<file path="config.mk">
export PLATFORM = sky130hd
export DESIGN_NAME = ad5662_dac_writer
export DESIGN_NICKNAME = d
export VERILOG_FILES = /design/src/rtl/ad5662_dac_writer.sv
export SDC_FILE = /design/constraint.sdc
export NUM_CORES = 1
export LEC_CHECK = 0
export ABC_AREA = 1
export BUFFER_PORTS_ARGS = -buffer_cell sky130_fd_sc_hd__buf_2
export CAP_MARGIN = 30
export CORE_MARGIN = 2
export CORE_UTILIZATION = 45
export CTS_BUF_LIST = sky130_fd_sc_hd__clkbuf_4 sky130_fd_sc_hd__clkbuf_8
export DETAILED_ROUTE_END_ITERATION = 7
export GPL_TIMING_DRIVEN = 0
export HOLD_SLACK_MARGIN = 0.05
export SETUP_SLACK_MARGIN = 0.2
export SKIP_LAST_GASP = 1
export SYNTH_ARGS = -nofsm -noshare
export SYNTH_HDL_FRONTEND = slang
export SYNTH_SLANG_ARGS = --single-unit
</file>
<file path="constraint.sdc">
create_clock -name clk -period 2.5 [get_ports clk]
set_input_delay 0.5 -clock clk [delete_from_list [all_inputs] [get_ports clk]]
set_output_delay 0.5 -clock clk [all_outputs]
set_load 0.01 [all_outputs]
</file>
<file path="src/rtl/ad5662_dac_writer.sv">
// Serial write engine for the AD5662 reference-trim DAC: one 16-bit code per beat, framed as a
// 24-bit word on nSYNC/SCLK/DIN with a divided serial clock and an enforced inter-frame gap.
module ad5662_dac_writer #(
    parameter int unsigned CLK_DIV  = 2,
    parameter int unsigned SYNC_GAP = 4
) (
    input  logic        clk,
    input  logic        reset_n,
    input  logic [15:0] dac_tdata,
    input  logic [1:0]  dac_pd,
    input  logic        dac_tvalid,
    output logic        dac_tready,
    output logic        sclk,
    output logic        mosi,
    output logic        sync_n,
    output logic        busy
);

    localparam int unsigned MaxLen = (CLK_DIV > SYNC_GAP) ? CLK_DIV : SYNC_GAP;
    localparam int unsigned PhW    = (MaxLen > 1) ? $clog2(MaxLen) : 1;
    localparam logic [PhW-1:0] DivLast = PhW'(CLK_DIV - 1);
    localparam logic [PhW-1:0] GapLast = PhW'(SYNC_GAP - 1);

    typedef enum logic [2:0] {
        StIdle,
        StSetup,
        StLow,
        StHigh,
        StGap
    } state_e;

    state_e         state_q, state_d;
    logic [PhW-1:0] phase_q, phase_d;
    logic [4:0]     bit_q, bit_d;
    logic [23:0]    shift_q, shift_d;

    always_ff @(posedge clk or negedge reset_n) begin
        if (!reset_n) begin
            state_q <= StIdle;
            phase_q <= '0;
            bit_q   <= '0;
            shift_q <= '0;
        end else begin
            state_q <= state_d;
            phase_q <= phase_d;
            bit_q   <= bit_d;
            shift_q <= shift_d;
        end
    end

    always_comb begin
        state_d = state_q;
        phase_d = phase_q + PhW'(1);
        bit_d   = bit_q;
        shift_d = shift_q;
        case (state_q)
            StIdle: begin
                phase_d = '0;
                bit_d   = '0;
                if (dac_tvalid) begin
                    state_d = StSetup;
                    shift_d = {6'b0, dac_pd, dac_tdata};
                end
            end
            StSetup: begin
                if (phase_q == DivLast) begin
                    phase_d = '0;
                    state_d = StLow;
                end
            end
            StLow: begin
                if (phase_q == DivLast) begin
                    phase_d = '0;
                    bit_d   = bit_q + 5'd1;
                    // After the 24th low phase sclk returns high together with sync_n rising,
                    // which keeps sync_n low for exactly 48 half-periods.
                    if (bit_q == 5'd23) begin
                        state_d = StGap;
                    end else begin
                        state_d = StHigh;
                        shift_d = {shift_q[22:0], 1'b0};
                    end
                end
            end
            StHigh: begin
                if (phase_q == DivLast) begin
                    phase_d = '0;
                    state_d = StLow;
                end
            end
            StGap: begin
                if (phase_q == GapLast) begin
                    phase_d = '0;
                    state_d = StIdle;
                end
            end
            default: begin
                state_d = StIdle;
                phase_d = '0;
            end
        endcase
    end

    // Outputs decode registered state only; no input reaches a pin combinationally.
    always_comb begin
        sync_n     = 1'b1;
        sclk       = 1'b1;
        mosi       = 1'b0;
        dac_tready = 1'b0;
        busy       = 1'b1;
        case (state_q)
            StIdle: begin
                dac_tready = 1'b1;
                busy       = 1'b0;
            end
            StSetup, StHigh: begin
                sync_n = 1'b0;
                mosi   = shift_q[23];
            end
            StLow: begin
                sync_n = 1'b0;
                sclk   = 1'b0;
                mosi   = shift_q[23];
            end
            default: ;
        endcase
    end

endmodule

</file>
; ---- Yosys cells after proc, flatten, opt, wreduce, memory -nomap -nowiden
; Cells that the tools add are included.
[totals]
wordCells = 45
in_bits = 21
out_inout_bits = 5
ff_bits = 34
[op_classes]
n_reduce_logical = 7
addsub = 2
mux = 20
n_eq_ne = 12
[ops]
columns = cell, n
row1 = $mux W24, 3
row2 = $pmux W24 S2, 1
row3 = $mux W3, 5
row4 = $pmux W3 S4, 1
row5 = $pmux W5 S2, 1
row6 = $ne A2 B2 Y1 const B, 4
row7 = $reduce_and A4 Y1, 2
row8 = $eq A3 B2 Y1 const B, 2
row9 = $add A5 B1 Y5 const B, 1
row10 = $eq A5 B5 Y1 const B, 1
row11 = $mux W1, 5
row12 = $mux W5, 1
row13 = $mux W2, 2
row14 = $pmux W2 S2, 1
row15 = $eq A3 B1 Y1 const B, 1
row16 = $eq A3 B3 Y1 const B, 1
row17 = $logic_not A3 Y1, 1
row18 = $reduce_or A3 Y1, 1
row19 = $add A2 B1 Y2 const B, 1
row20 = $eq A2 B1 Y1 const B, 1
row21 = $eq A2 B2 Y1 const B, 1
row22 = $ne A2 B1 Y1 const B, 1
row23 = $reduce_and A2 Y1, 1
row24 = $reduce_bool A2 Y1, 1
row25 = $reduce_or A2 Y1, 1

; ---- Logic depth before layout (Yosys ltp)
; Gate-level depths: netlist of run 1.
[logic_depth]
word_depth = 4
depth_mapped = 10
depth_no_buf = 9

; ---- Least setup slack after synthesis of run 1
; No wires, ideal clock.
[synth_path]
kind = reg-to-output
from = register state_q[0]
to = output mosi
t_required_ps = 2000
n_path_buf = 0
t_arrival_ps = 1036
stages_incl_launch_ff = 5
path_slack_ps = 964
path_cell_list = dfrtp_1 nor2_4 nor2_1 inv_1 nor2_1
[synth_between]
elab_chain_len = 3
word_cells_on_any_way = 5
cone_classes = eq/ne: 3 / mux: 1 / reduce/logical: 1
[synth_lines]
columns = item, line_no
row1 = "start, declared", 32  ; state_e state_q, state_d;
row2 = "start signal, assigned", 39  ; state_q <= StIdle;
row3 = "start signal, assigned", 44  ; state_q <= state_d;
row4 = $eq A3 B2 Y1 or $eq A3 B1 Y1 (tied branches), 111  ; case (state_q)
row5 = $reduce_or A3 Y1 (no line) (*), --
row6 = $mux W1 (*), 111
row7 = "end, declared", 14  ; output logic mosi,
; Mark *: on every way between the ends. The rest lies on a longest branch, timed or not.

; ---- Worst setup path after layout of run 1
[layout_path]
from = register state_q[0]
to = output sclk
[layout_between]
elab_chain_len = 2
[layout_lines]
columns = item, line_no
row1 = $eq A3 B2 Y1, 111
row2 = $mux W1, 111
row3 = "end, declared", 13  ; output logic sclk,
; No other way between the ends.

==> flow_summary.yaml, run 1 <==
synthesis:
  netlist.area_leader.share_pct: 40.8
  synth_area_mm2: 0.00209
  yosys.area_share.simple_pct: 45.1
  synthFlopType: "dfrtp_1"
  netlist-cell-type-count: 24
  yosysMostFrequentCell: "nand2_1"
  synth_top_cell_by_area: "dfrtp_1"
  synth_compound_area_share_pct: 1.92
  synth.area.top_cells: "dfrtp_1, nand2_2, nand2_1"
  synth_xor_area_share_pct: 0
  ys_async_sr_fraction_pct: 100
  yosysSeqAreaShare_pct: 40.8
  syn_nets: 284
  netlist_instances: 259
  synth_edf_count: 0
  synthTopCellsByCount: "nand2_1, nand3_1, nand2_2"
  synth_seq_cells: 34
  synth_top_family_by_area: "simple AND/OR/NAND/NOR gates"
  synthMuxAreaShare_pct: 0
  synth-adder-area-share_pct: 2.40
  synth_warnings: 0
  syn_area_per_cell_um2: 8.05
worst_setup_path:
  crit_fanout: 10
  worstPathRequired_ps: 2000
  startpoint_type: "register"
  cp-end-kind: "output port"
  crit_type: "reg -> out"
  crit_arrival_ps: 1470
timing:
  worst_slack_ps: 529
  hold_violations: 0
  clock_skew_ps: 4.61
  setup_violations: 0
  whs_ps: 295
  finalCriticalPeriod_ps: 1970
  timing.fmax_mhz: 507
  tightest_slew_ps: 780
  finalSetupTns_ps: 0
  slew_headroom_pct: 48.0
  finalMaxSlewViolations: 0
  rsz0062_at_grt: "false"
  final_min_period_over_clock_period_pct: 78.8
route:
  drc_errors: 0
  dr_total_vias: 1694
  ant_nets: 0
  first_pass_iters: 4
  drtIter0Drc: 51
  wl_mm: 4.28
  wl_per_cell_um: 12.5
  vias_per_cell: 4.94
global_routing:
  antenna_found_initial: 0
  grt_max_degree: 35
  globalRouteTotalUtil_pct: 18.2
  grt_overflow: 0
  grt_pass1_vias: 1547
  grt_pass1_wl_mm: 7.23
placed_design:
  placed_cell_area_mm2: 0.00228
  io_buffers: 25
  dp_hpwl_mm: 2.91
  place_congestion: 0.750
  pre_cts_slack_ps: 827
die:
  die_y_um: 72.1
  die_w_um: 72.1
  row_count: 24
  io_pins: 26
  initial_core_util_pct: 47.3
  design.core.area_mm2: 0.00441
  die_area_mm2: 0.00520
power:
  power.density_mw_per_mm2: 1240
  total_power_mw: 2.93
  clockPowerShare_pct: 13.9
  internal-power_mw: 1.57
  vdd_ir_drop_max_uv: 659
  seqPwrFrac_pct: 30.9
  combPwrFrac_pct: 55.2
  p_sw_share_pct: 46.4
  switching_power_mw: 1.36
  total_leakage_power_nw: 1.24
clock_network:
  hold_buffers: 0
  cts_tree: "yes"
  clk_pin_slew_ps: 70
  clockBufferDepth: 2
  clockRootBuffer: "clkbuf_8"
  cts_sinks: 34
  htree_levels: 2
  cts_resized: 0
  clock_latency_ps: 280
  cts_setup_buffers: 0
  numCtsBuffers: 5
run_status:
  outcome: "finished clean"
final_layout:
  multi_input_area_mm2: 0.00103
  fin_area_mm2: 0.00236
  num_antenna_cells: 0
  final_layout_size_suffix_gt1_share_pct: 34.4
  syn2layout_area_growth_pct: 13.1
  register_area_um2: 851
  n_fill_cell: 449
  final_nets: 316
hold_path:
  hold_path.class: "in -> async"
flow_run:
  maxCapViolCount: 0
[state kept, by name (all words and copies together) (netlist names)]
name / cells
bit_q: 5
state_q: 3
shift_q: 24
phase_q: 2
[critical path, cell delays in order, from the launching register on]
cell and delay [ps]:
dfrtp_1 490, nor2_8 220, nand2_4 120, buf_4 200
buf_2 150
[kinds of logic after synthesis]
logic type,Yosys count
AOI/OAI and AO/OA,8
buffers and inverters,34
adders and majority gates,4
and+or+nand+nor,179
DFF,34
[worst paths after layout]
check                                         from                 endpoint  slack [ps]  cells past startpoint
setup / recovery            state_q[0]$_DFFE_PN0P_                     sclk         530                      4
hold / removal                             reset_n     bit_q[0]$_DFFE_PN0P_         290                      1
hold reg to reg            shift_q[12]$_DFFE_PN0P_  shift_q[12]$_DFFE_PN0P_         480                      2
min in group clk           shift_q[12]$_DFFE_PN0P_  shift_q[12]$_DFFE_PN0P_         480                      2
setup reg to reg              bit_q[0]$_DFFE_PN0P_  shift_q[18]$_DFFE_PN0P_         920                     10
max in group asynchronous                  reset_n  shift_q[16]$_DFFE_PN0P_        1710                      1
[stage by stage]
stage	std cells	util, %
finish	343	53.5
global route	343	53.5
CTS	343	53.5
detailed placement	336	51.6
global placement	336	51.6
floorplan	259	-
[cell type report]
cell class | count | area share (%)
Clock buffer | 7 | 3.55
Sequential cell | 34 | 36.1
Timing Repair Buffer | 25 | 5.30
Buffer | 12 | 4.83
Tap cell | 52 | 2.76
Multi-Input combinational cell | 191 | 43.7
Inverter | 22 | 3.82
[layout by cell type, fill, tap and decap left out]
cell,count
nor2_4,2
inv_2,3
clkbuf_4,2
buf_2,27
ha_1,4
dfrtp_1,34
inv_8,1
nand3_1,47
buf_12,2
nand2_8,1
buf_6,1
nand4_1,1
clkbuf_8,5
o21ai_1,3
nand2_2,39
nor2_2,2
inv_1,18
buf_4,7
nor2_1,16
o21ai_0,3
a21oi_1,2
nand3_4,1
nor2_8,1
nand2_4,5
nand2_1,63
nand3_2,1
[power by group through the flow]
stage,clock network [mW],logic (mW),registers (mW)
global placement,0,1.64,0.911
CTS,0.424,1.65,0.905
global route,0.439,1.82,0.926
finish,0.407,1.62,0.907
detailed placement,0,1.65,0.914
floorplan,0,1.31,0.878
[layer usage]
metal	wire [µm]	track usage, %	vias up
met2	1990	28.0	42
li1	-	-	880
met4	29	6.29	0
met5	0	0	-
met1	2080	25.1	770
met3	178	4.58	2
(Power assumes the default switching activity.)
==> inputs of run 2 (changes only) <==
Settings changed: PLACE_DENSITY set to 0.67.
Clock period 2.5 ns to 1.6 ns, I/O delays scaled along.
==> flow_summary.yaml, run 2 (synthesis results as in run 1) <==
placed_design:
  pre_cts_slack_ps: 79.1
  io_buffers: 25
  placed_cell_area_mm2: 0.00228
  dp_hpwl_mm: 2.90
  place_congestion: 0.762
final_layout:
  top_regs: "shift_q x24, bit_q x5, state_q x3"
  top_register: "shift_q"
  num_antenna_cells: 0
  largest_reg_flops: 24
  layout_commonest_cell: "nand2_1"
  syn2layout_area_growth_pct: 33.4
  fin_area_mm2: 0.00278
  final_layout_size_suffix_gt1_share_pct: 44.4
  final_nets: 344
  layout_common_cells: "nand2_1, nand3_1, nand2_2, dfrtp_1, buf_2"
route:
  dr_total_vias: 1855
  wl_met3_um: 153
  wl_mm: 5.11
  top_layer_used: "met4"
  drt-met1-wl_mm: 2.35
  ant_nets: 0
  drc_errors: 0
  drtIter0Drc: 83
  wl_met2_mm: 2.50
  first_pass_iters: 4
  vias_per_cell: 4.99
  wl_per_cell_um: 13.7
run_status:
  outcome: "finished clean"
flow_run:
  maxCapViolCount: 0
global_routing:
  grt_max_degree: 35
  antenna_found_initial: 0
  grt_pass1_vias: 1648
  globalRouteTotalUtil_pct: 19.9
  grt_overflow: 0
  grt_pass1_wl_mm: 7.93
worst_setup_path:
  crit_arrival_ps: 1250
  crit_type: "reg -> out"
  path_buf_inv: 3
  slowest_delay_ps: 380
  crit_family: "flip-flops"
  startpoint_type: "register"
  cp-end-kind: "output port"
  crit_path_cell_trace: "buf_6, nor2_8, nand2_8, buf_8, buf_6"
  crit_fanout: 5
  rrSetupSlack_ps: 70
  cpMaxStageDelayCell: "dfrtp_1"
  worstPathRequired_ps: 1280
  critPathMostFrequentCell: "buf_6"
die:
  die_area_mm2: 0.00520
  io_pins: 26
  row_count: 24
  initial_core_util_pct: 47.3
  die_y_um: 72.1
  design.core.area_mm2: 0.00441
  die_w_um: 72.1
timing:
  tightest_slew_ps: 770
  finalSetupTns_ps: 0
  finalCriticalPeriod_ps: 1570
  finalMaxSlewViolations: 0
  setup_violations: 0
  final_min_period_over_clock_period_pct: 98.2
  hold_violations: 0
  worst_slack_ps: 28.5
  whs_ps: 94.7
  clock_skew_ps: 9.14
  rsz0062_at_grt: "true"
  timing.fmax_mhz: 636
  slew_headroom_pct: 48.7
power:
  total_leakage_power_nw: 1.43
  vdd_ir_drop_max_uv: 1180
  power.density_mw_per_mm2: 2150
  total_power_mw: 5.97
hold_path:
  hold_path.class: "in -> async"
clock_network:
  cts_sinks: 34
  numCtsBuffers: 5
  clock_latency_ps: 290
  cts_tree: "yes"
  clockBufferDepth: 2
  htree_levels: 2
  clk_pin_slew_ps: 70
  clockRootBuffer: "clkbuf_8"
run 2: cell types whose count changed in the layout (fill, tap and decap cells not counted), moves of 4 or more:
cell	before	now
nand2_1	63	59
buf_2	27	23
nor2_4	2	6
buf_6	1	15
buf_4	7	21
run 2: power breakdown:
| group | switching (mW) | total (mW) | leakage (nW) | internal, mW |
|---|---|---|---|---|
| clock | 0.325 | 0.825 | 0.0593 | 0.500 |
| sequential | 0.244 | 1.41 | 0.439 | 1.17 |
| combinational | 1.98 | 3.73 | 0.936 | 1.76 |
run 2: per-stage QoR:
step	util [%]	cells
3_5_place_dp	51.7	336
6_report	63.0	372
5_1_grt	63.0	372
4_1_cts	58.3	361
2_1_floorplan	-	259
3_3_place_gp	51.7	336
run 2: repair_timing:
action,CTS,global route
setup endpoints to repair,29,37
pin swaps,6,8
buffers inserted,17,8
hold buffers,0,0
resized for setup,11,25
cloned,0,3
hold endpoints to repair,0,0
run 2: cell type report:
type,instances,area [µm²]
multi-input cells,192,1110
inverters,22,90.1
clock buffers,7,83.8
flip-flops and latches,34,853
repair buffers,52,414
plain buffers,12,133
fillers,372,1630
clock inverters,1,30.0
well taps,52,65.1
run 2: final timing paths:
path / from / endpoint / cells past startpoint
max: state_q[2]$_DFFE_PN0P_ / sclk / 5
min: reset_n / bit_q[0]$_DFFE_PN0P_ / 1
max reg2reg: state_q[0]$_DFFE_PN0P_ / shift_q[14]$_DFFE_PN0P_ / 10
min reg2reg: shift_q[11]$_DFFE_PN0P_ / shift_q[11]$_DFFE_PN0P_ / 2
max in group asynchronous: reset_n / state_q[0]$_DFFE_PN0P_ / 1
min in group clk: dac_tdata[0] / shift_q[0]$_DFFE_PN0P_ / 5
run 2: metal layers:
layer	vias to the layer above	track usage (%)
met5	-	0
met2	41	31.5
met3	9	3.33
li1	937	-
met1	868	27.1
met4	0	8.18
run 2: worst register-to-register path, stage by stage, from the launching register on:
cell       delay [ps]
dfrtp_2           480
buf_4             170
inv_2              60
nand2_2            60
nor2_4            110
nand2_4            80
nand2_8           100
nand2_8            90
clkbuf_16         170
nand2_2            60
nand2_2            40
==> inputs of run 3 (changes only) <==
Settings changed: PLACE_DENSITY 0.67 to 0.73.
==> flow_summary.yaml, run 3 (synthesis results as in run 1) <==
worst_setup_path:
  path_buf_inv: 3
  slowest_delay_ps: 370
  critPathMostFrequentCell: "buf_6"
  crit_fanout: 6
  cpMaxStageDelayCell: "dfrtp_1"
  cp-end-kind: "output port"
  worstPathRequired_ps: 1280
  startpoint_type: "register"
  crit_arrival_ps: 1210
  crit_type: "reg -> out"
  crit_path_cell_trace: "buf_6, nor2_8, nand2_8, buf_8, buf_6"
  crit_family: "flip-flops"
timing:
  tightest_slew_ps: 770
  final_min_period_over_clock_period_pct: 95.3
  finalSetupTns_ps: 0
  setup_violations: 0
  hold_violations: 0
  slew_headroom_pct: 48.7
  finalMaxSlewViolations: 0
  clock_skew_ps: 6.40
  finalCriticalPeriod_ps: 1530
  whs_ps: 104
  timing.fmax_mhz: 656
  rsz0062_at_grt: "true"
final_layout:
  multi_input_area_mm2: 0.00106
  final_layout_size_suffix_gt1_share_pct: 41.2
  fin_util_pct: 58.7
  syn2layout_area_growth_pct: 24.3
  fin_area_mm2: 0.00259
  n_fill_cell: 390
  layout_commonest_cell: "nand2_1"
  top_regs: "shift_q x24, bit_q x5, state_q x3"
  layout_common_cells: "nand2_1, nand3_1, nand2_2, dfrtp_1, buf_2"
  top_register: "shift_q"
  num_antenna_cells: 0
  register_area_um2: 853
  largest_reg_flops: 24
  final_nets: 335
  fin_cells: 363
route:
  ant_nets: 0
  vias_per_cell: 4.91
  wl_mm: 4.51
  drtIter0Drc: 102
  dr_total_vias: 1782
  drc_errors: 0
  first_pass_iters: 4
  wl_per_cell_um: 12.4
power:
  power.density_mw_per_mm2: 2000
  total_leakage_power_nw: 1.35
  vdd_ir_drop_max_uv: 1140
global_routing:
  antenna_found_initial: 0
  grt_pass1_vias: 1707
  grt_max_degree: 35
  grt_pass1_wl_mm: 7.85
  grt_overflow: 0
  globalRouteTotalUtil_pct: 19.2
clock_network:
  clk_pin_slew_ps: 70
  numCtsBuffers: 5
  clockBufferDepth: 2
  clock_latency_ps: 280
  hold_buffers: 0
  cts_tree: "yes"
  clockRootBuffer: "clkbuf_8"
  htree_levels: 2
  cts_sinks: 34
placed_design:
  dp.cells: 336
  place_congestion: 0.764
  io_buffers: 25
  placed_cell_area_mm2: 0.00228
  dp_hpwl_mm: 2.91
die:
  die_w_um: 72.1
  row_count: 24
  design.core.area_mm2: 0.00441
  initial_core_util_pct: 47.3
  die_area_mm2: 0.00520
  io_pins: 26
  die_y_um: 72.1
flow_run:
  maxCapViolCount: 0
hold_path:
  hold_path.class: "in -> async"
run_status:
  outcome: "finished clean"
==> run 3: changes by cell type in the layout (fill, tap and decap cells not counted), moves of 2 or more <==
cell	change
clkbuf_16	-2
nand2_4	-2
nor2_4	-3
buf_6	-7
nand2_2	-2
nor2_2	+3
nand2_1	+3
==> run 3: final cells by class <==
type | count | share of cell area (%)
Buffer | 12 | 4.83
Clock buffer | 7 | 3.47
Clock inverter | 1 | 0.193
Inverter | 22 | 3.47
Multi-Input combinational cell | 191 | 41.0
Sequential cell | 34 | 32.9
Tap cell | 52 | 2.51
Timing Repair Buffer | 44 | 11.6
==> run 3: worst paths after layout <==
kind,to,slack [ps],from,cells after the start
worst max-delay path,sclk,70,state_q[2]$_DFFE_PN0P_,5
worst min-delay path,phase_q[1]$_DFF_PN0_,100,reset_n,1
worst max register to register,shift_q[17]$_DFFE_PN0P_,90,state_q[0]$_DFFE_PN0P_,10
worst min register to register,shift_q[12]$_DFFE_PN0P_,480,shift_q[12]$_DFFE_PN0P_,2
max in group asynchronous,state_q[1]$_DFFE_PN0P_,960,reset_n,1
min in group clk,shift_q[11]$_DFFE_PN0P_,360,dac_tdata[11],5
==> run 3: stage by stage <==
step,worst slack (ps),power (mW)
detailed placement,85.1,3.99
finish,74.7,5.19
global route,13.2,5.61
CTS,79.4,5.12
floorplan,211,3.43
global placement,94.8,3.93
==> run 3: timing repair <==
action                                  CTS  global route
pin swaps                                 5             1
endpoints found under the setup margin   26            35
gates resized for setup                  15             3
setup buffers                            14             5
==> run 3: power breakdown <==
| group | internal [mW] | switching [mW] |
|---|---|---|
| Clock | 0.364 | 0.309 |
| Sequential | 1.17 | 0.231 |
| Combinational | 1.36 | 1.76 |
==> run 3: metal layers <==
layer | GRT usage [%] | part of all wire [%] | routed length (µm)
met1 | 27.4 | 46 | 2070
met2 | 29.5 | 49 | 2210
met3 | 4.03 | 3.4 | 154
met4 | 5.66 | 1.6 | 72
met5 | 0 | 0 | 0
